$ cat src/rtl/trigger_ctrl.sv
// Trigger controller: gathers per-stage match pulses, owns the shared trigger
// level and issues one run pulse per arm when a start stage matches.
module trigger_ctrl #(
  parameter int NUM_STAGES = 4,
  parameter int LVL_W      = 2
) (
  input  logic                  clk_i,
  input  logic                  rst_i,
  input  logic                  arm_i,
  input  logic                  disarm_i,
  input  logic [NUM_STAGES-1:0] stg_match_i,
  input  logic [NUM_STAGES-1:0] stg_start_i,
  output logic [LVL_W-1:0]      level_o,
  output logic                  armed_o,
  output logic                  run_o,
  output logic                  fired_o
);

  localparam logic [1:0] IDLE  = 2'd0;
  localparam logic [1:0] ARMED = 2'd1;
  localparam logic [1:0] FIRED = 2'd2;

  localparam logic [LVL_W-1:0] LVL_MAX = '1;

  logic [1:0]       state, state_nxt;
  logic [LVL_W-1:0] level, level_nxt;
  logic             run, run_nxt;
  logic             any_hit, start_hit;

  assign any_hit   = |stg_match_i;
  assign start_hit = |(stg_match_i & stg_start_i);

  // Commands take priority over matches: disarm first, then arm.
  always_comb begin
    state_nxt = state;
    level_nxt = level;
    run_nxt   = 1'b0;
    case (state)
      IDLE: begin
        if (disarm_i) begin
          level_nxt = '0;
        end else if (arm_i) begin
          state_nxt = ARMED;
          level_nxt = '0;
        end
      end
      ARMED: begin
        if (disarm_i) begin
          state_nxt = IDLE;
          level_nxt = '0;
        end else if (arm_i) begin
          level_nxt = '0;
        end else if (start_hit) begin
          state_nxt = FIRED;
          run_nxt   = 1'b1;
        end else if (any_hit && level != LVL_MAX) begin
          level_nxt = level + 1'b1;
        end
      end
      FIRED: begin
        if (disarm_i) begin
          state_nxt = IDLE;
          level_nxt = '0;
        end else if (arm_i) begin
          state_nxt = ARMED;
          level_nxt = '0;
        end
      end
      default: begin
        state_nxt = IDLE;
        level_nxt = '0;
      end
    endcase
  end

  always_ff @(posedge clk_i) begin
    if (rst_i) begin
      state <= IDLE;
      level <= '0;
      run   <= 1'b0;
    end else begin
      state <= state_nxt;
      level <= level_nxt;
      run   <= run_nxt;
    end
  end

  assign level_o = level;
  assign run_o   = run;
  assign armed_o = (state == ARMED);
  assign fired_o = (state == FIRED);

endmodule

$ cat config.mk
export PLATFORM = sky130hd
export DESIGN_NAME = trigger_ctrl
export DESIGN_NICKNAME = d
export VERILOG_FILES = /design/src/rtl/trigger_ctrl.sv
export SDC_FILE = /design/constraint.sdc
export NUM_CORES = 1
export LEC_CHECK = 0
export CAP_MARGIN = 15
export CORE_AREA = 3 3 40 42
export DETAILED_ROUTE_END_ITERATION = 6
export DIE_AREA = 0 0 43 45
export PLACE_DENSITY = 0.62
export SYNTH_ARGS = -nofsm -noshare
export SYNTH_HDL_FRONTEND = slang
export SYNTH_SLANG_ARGS = --single-unit
export TNS_END_PERCENT = 50
$ cat constraint.sdc
create_clock -name clk_i -period 1.38 [get_ports clk_i]
set_input_delay 0.276 -clock clk_i [delete_from_list [all_inputs] [get_ports clk_i]]
set_output_delay 0.276 -clock clk_i [all_outputs]
set_load 0.1 [all_outputs]
# Word-level counts from Yosys, hierarchy flattened
# Cells that the tools add are included.
[totals]
regBits = 5
in_bits = 12
out_inout_bits = 5
word_cells = 38
[op_classes]
addsub = 1
n_eq_ne = 9
muxes = 15
bitwise = 2
n_reduce_logical = 8
[op_table]
columns = ["cell", "n"]
rows = [
  ["2-bit 2-to-1 mux", 12],
  ["4-bit OR reduction", 3],
  ["2-bit one-hot mux with 3 select lines", 1],
  ["3-bit AND reduction", 2],
  ["4-bit bitwise AND", 1],
  ["2-bit inequality test (second input constant)", 2],
  ["4-bit by 3-bit inequality test with 1-bit output (second input constant)", 1],
  ["4-bit inequality test (second input constant)", 1],
  ["2-bit one-hot mux with 2 select lines", 1],
  ["3-bit by 1-bit inequality test with 1-bit output (second input constant)", 1],
  ["3-bit by 2-bit inequality test with 1-bit output (second input constant)", 1],
  ["3-bit inequality test (second input constant)", 1],
  ["2-bit by 1-bit adder with 2-bit output (second input constant)", 1],
  ["2-bit by 1-bit == test with 1-bit output (second input constant)", 1],
  ["2-bit == test (second input constant)", 1],
  ["2-bit logical NOT", 1],
  ["2-bit OR reduction", 1],
  ["1-bit logical AND", 1],
  ["1-bit 2-to-1 mux", 1],
  ["1-bit inverter", 1],
]

# Longest topological paths before layout
[depth]
depth_word = 7
ltp_mapped = 4
depth_no_buf = 4

# Least setup slack after synthesis
# OpenSTA, ideal clock, no wires.
[synth_path]
path_kind = "register to register"
start = "register state[0]"
end = "register level[0] (netlist: level_o[0])"
arrival_time_ns = 2.256
t_required_ns = 1.323
slack_ns = -0.933
stages_incl_launch_ff = 5
path_buffers = 0
cell_sequence = "dfxtp_1 > nor2b_1 > nand2_1 > nor2_1 > mux2_4"
[synth_rtl]
columns = ["element", "line", "source"]
rows = [
  ["from (decl)", "25", "logic [1:0] state, state_nxt;"],
  ["from (signal assigned)", "82", "state <= state_nxt;"],
  ["2-bit by 1-bit == test with 1-bit output (*)", "-", ""],
  ["net armed_o", "14", "output logic armed_o,"],
  ["4-bit by 3-bit inequality test with 1-bit output (no source line) / 4-bit inequality test (equally long branches)", "-", ""],
  ["3-bit AND reduction (no source line)", "-", ""],
  ["to (signal assigned)", "83", "level <= level_nxt;"],
  ["to (decl)", "26", "logic [LVL_W-1:0] level, level_nxt;"],
]
# Mark *: on every way through the listed nets, which the timed path passes. The rest lies on a longest branch.
# A chain may end at the register's enable or synchronous reset.

# Final worst setup path
[layout_path]
start = "input port stg_start_i[3]"
end = "register level[0] (netlist: level_o[0])"
[layout_via]
elab_chain_len = 4
[layout_rtl]
columns = ["element", "line", "source"]
rows = [
  ["from (decl)", "12", "input logic [NUM_STAGES-1:0] stg_start_i,"],
  ["4-bit bitwise AND", "31", "assign start_hit = |(stg_match_i & stg_start_i);"],
  ["4-bit OR reduction", "31", ""],
  ["4-bit inequality test (no source line)", "-", ""],
  ["3-bit AND reduction (no source line)", "-", ""],
]
# Every way passes these cells.

==> metrics list <==
- The flow ran to the end, and the final reports show no timing, DRC or antenna violations.
* Clock Root Buffer: sky130_fd_sc_hd__clkbuf_4
- Synthesis produced a netlist whose cell count is 27.
- Summed over all layers, the global routing overflow is 0.
- Routability-driven placement finished with a final weighted congestion of 0.680.
- XOR/XNOR share of the synthesized area: 0
- The detailed router used layers up to and including met3.
- In this design, the stage delay of the slowest critical-path cell is 0.51 ns.
- For this run, design rule violations remaining after detail routing come to 0.
* Largest family of logic cells by synthesized area: simple AND/OR/NAND/NOR gates
- After synthesis the cells add up to 262 sq um.
- STA classifies the critical path endpoint as a flip-flop.
- Slew Limit Fails: 0
- Relative slew slack: 0.865
* Routed wire length: 776 um
- Counting every net in the synthesized netlist gives 40.
- Clock-pin slew was measured on the worst setup and hold paths at 0.04 ns.
- Final worst-path cycle share: 0.988
- Via count of the first global-routing pass: 303
- N_diodes: 0
- Of all flip-flops after synthesis, the portion carrying an async set or reset was 0.
- Overall global routing resource usage: 0.0950
- Dominant cell type by area after synthesis: sky130_fd_sc_hd__dfxtp_1
* Most frequent cells after synthesis: sky130_fd_sc_hd__dfxtp_1, sky130_fd_sc_hd__nor2b_1, sky130_fd_sc_hd__nor2_1, sky130_fd_sc_hd__nor3_1
* First-pass GRT wire length: 1260 um
- Fraction of post-synthesis cell area in the top cell type by area: 0.383
- TritonCTS built the clock tree.
- The worst register-to-register path begins at level_o[0].
- Clock latency on the worst-skew pair, taken at its later pin, is 0.24 ns.
* Site Rows: 13
- In the routed layout, each cell is associated on average with a via count of 4.31.
- CP Launch Point: stg_start_i[3]
- Average routed wire per standard cell: 11.4 um
- STA puts the critical path data arrival time at 1.49 ns.
* Post-detailed-placement cell area: 551 sq um
- Entering global routing, the biggest net connects 6 pins.
* Leading cell types by total area after synthesis: sky130_fd_sc_hd__dfxtp_1, sky130_fd_sc_hd__nor2b_1, sky130_fd_sc_hd__a221oi_2
- The floorplan step defined a core boundary enclosing 0.00128 sq mm.
- IO buf count: 16
* Pwr/cell area: 701 mW/mm^2
* Tightest hold margin: 0.516 ns
- The share of total power dissipated in sequential elements is 0.352.
- The first TritonRoute pass finished after 2 iterations.
- Yosys cell types: 18
* Vert. Die Dim: 45 um
* Met2 layer wire length in the routed design: 344 um
- Clock network fraction of design power: 0.408
- The number of hold-slack violations in the final timing report came to 0.
- Leakage dissipation: 0.262 nW
- Number of nets with antenna violations after detailed routing: 0
- H-tree levels: 1
- Setup repair after global routing left no endpoint under its margin.
- Detailed router's first-iteration violation count: 1
* DRT met1 WL: 319 um
- Walking the worst path, the cells encountered are clkdlybuf4s50_1 > a221oi_4 > a211o_1 > mux2_4.
* Flops & latches, synth: 5
- Metal3 WL: 112 um
* Final count of negative-setup-slack endpoints: 0
* Count of maximum capacitance violations: 0
- Final instance area: 594 sq um
- Die area: 0.00194 sq mm
* Net switching share of the total power: 0.260
- The number of clock buffers added by TritonCTS is 3.
- By startpoint and endpoint, the worst setup path is classified as in -> reg.
- The design draws 417 uW.
- Detailed routing inserted a total of 293 vias.
* Min-Delay Startpoint: level_o[1]
- Of the synthesized area, sequential elements account for 0.383.
- Smallest setup slack after layout: 0.0165 ns
- The HPWL after detailed placement is 607 um.
- Cts hold-fix bufs: 0
* Area growth from synthesis to layout: 127%
- Cell internal power was estimated by the tool at 308 uW.
* Net switching power of the design: 108 uW
* Maximum count of clock buffers along a single path: 2
- Worst supply voltage drop on vdd: 601 uV
* Layout cell share with drive strength beyond 1: 0.415
- EDFF count, synth: 0
- The post-synthesis compound-gate area fraction was 0.201.
- Required time reported for the critical path endpoint: 1.51 ns
- Count of pins on the block boundary: 17
- The slowest stage of the critical path is the sky130_fd_sc_hd__clkdlybuf4s50_1 cell.
* Most repeated cell in the gate-level netlist after synthesis: sky130_fd_sc_hd__dfxtp_1
- Initial Util: 0.204
- Clk sink count: 5
- After synthesis, the share of cell area in mux cells is 0.0957.
- Min Tclk post-route: 1.36 ns
- Power share of the combinational group: 0.240
* Area share of and/or/nand/nor cells after synthesis: 0.273
- Of the total synthesized cell area, the portion taken by full adders, half adders and majority gates is 0.0478.
- STA classifies the critical path startpoint as an input port.
- Worst Tran Pin Value: 0.201 ns
- Tightest Hold Check Type: reg -> reg
- Of all nets on the critical path, the largest fanout is 2.
- The average instance in the mapped netlist occupies 9.69 sq um.
* Skew final: 0.00423 ns
* Count of nets after finishing: 67
- Yosys warning total: 0
- Based on the critical path, the design can be clocked at up to 733 MHz.
- In the synthesized netlist the dominant register cell turns out to be sky130_fd_sc_hd__dfxtp_1.
- OpenSTA, run right after detailed placement, puts the worst setup slack at -0.452 ns.
- The die is 43 um wide.
- The initial antenna violation count is 0.
-- sequential cells by signal, summed over array words and instances (netlist names) --
signal	count
state	2
run_o	1
level_o	2
-- kinds of logic after synthesis --
logic type	Yosys count
muxes	2
DFF	5
AOI/OAI and AO/OA	6
adders and majority gates	1
and+or+nand+nor	13
-- metrics by stage --
stage                     setup TNS (ns)  utilization  std cells
after global placement             -1.45        0.428         63
final                                  0        0.463         68
after detailed placement           -1.50        0.428         63
after global routing                   0        0.463         68
after floorplan                   -0.126            -         27
after CTS                              0        0.463         68
-- final cells by class --
| type | instances | area [sq um] |
|---|---|---|
| well taps | 15 | 18.8 |
| clock buffers | 4 | 26.3 |
| repair buffers | 22 | 246 |
| flip-flops and latches | 5 | 109 |
| multi-input cells | 22 | 194 |
| fillers | 131 | 691 |
-- layout by cell type, fill, tap and decap left out, drive strengths merged, types with 2 or more instances in the layout --
cell type,synthesis,final
clkbuf,0,4
nor2,2,2
clkdlybuf4s50,0,4
nor3,2,2
dlygate4sd2,0,7
buf,0,11
nor2b,4,4
dfxtp,5,5
-- final timing paths --
kind | endpoint | slack [ns] | depth (start not counted)
setup reg to reg | level_o[0] | 0.05 | 4
setup / recovery | level_o[0] | 0.02 | 4
hold reg to reg | level_o[1] | 0.52 | 2
hold / removal | level_o[1] | 0.52 | 2
-- critical path: cells and delay by family --
family | cells | cell delay, ns
compound gates | 2 | 0.41
mux | 1 | 0.30
buf+inv | 1 | 0.51
-- layer usage --
metal / vias up / track usage
li1: 151 / -
met1: 127 / 0.0894
met2: 15 / 0.147
met3: 0 / 0.0876
met4: 0 / 0.0361
met5: - / 0
-- power by group through the flow --
stage	combinational, mW	clock (mW)	sequential, mW
final	0.100	0.170	0.147
after detailed placement	0.0970	0	0.149
after floorplan	0.0332	0	0.153
after global routing	0.106	0.201	0.147
after CTS	0.101	0.175	0.147
after global placement	0.0965	0	0.149
-- repair_timing --
action                                  CTS  global route
pin swaps                                 4             2
setup buffers                             1             0
resized for setup                        10             0
endpoints found under the setup margin    5             1
cloned                                    0             0
(Power assumes the default switching activity.)
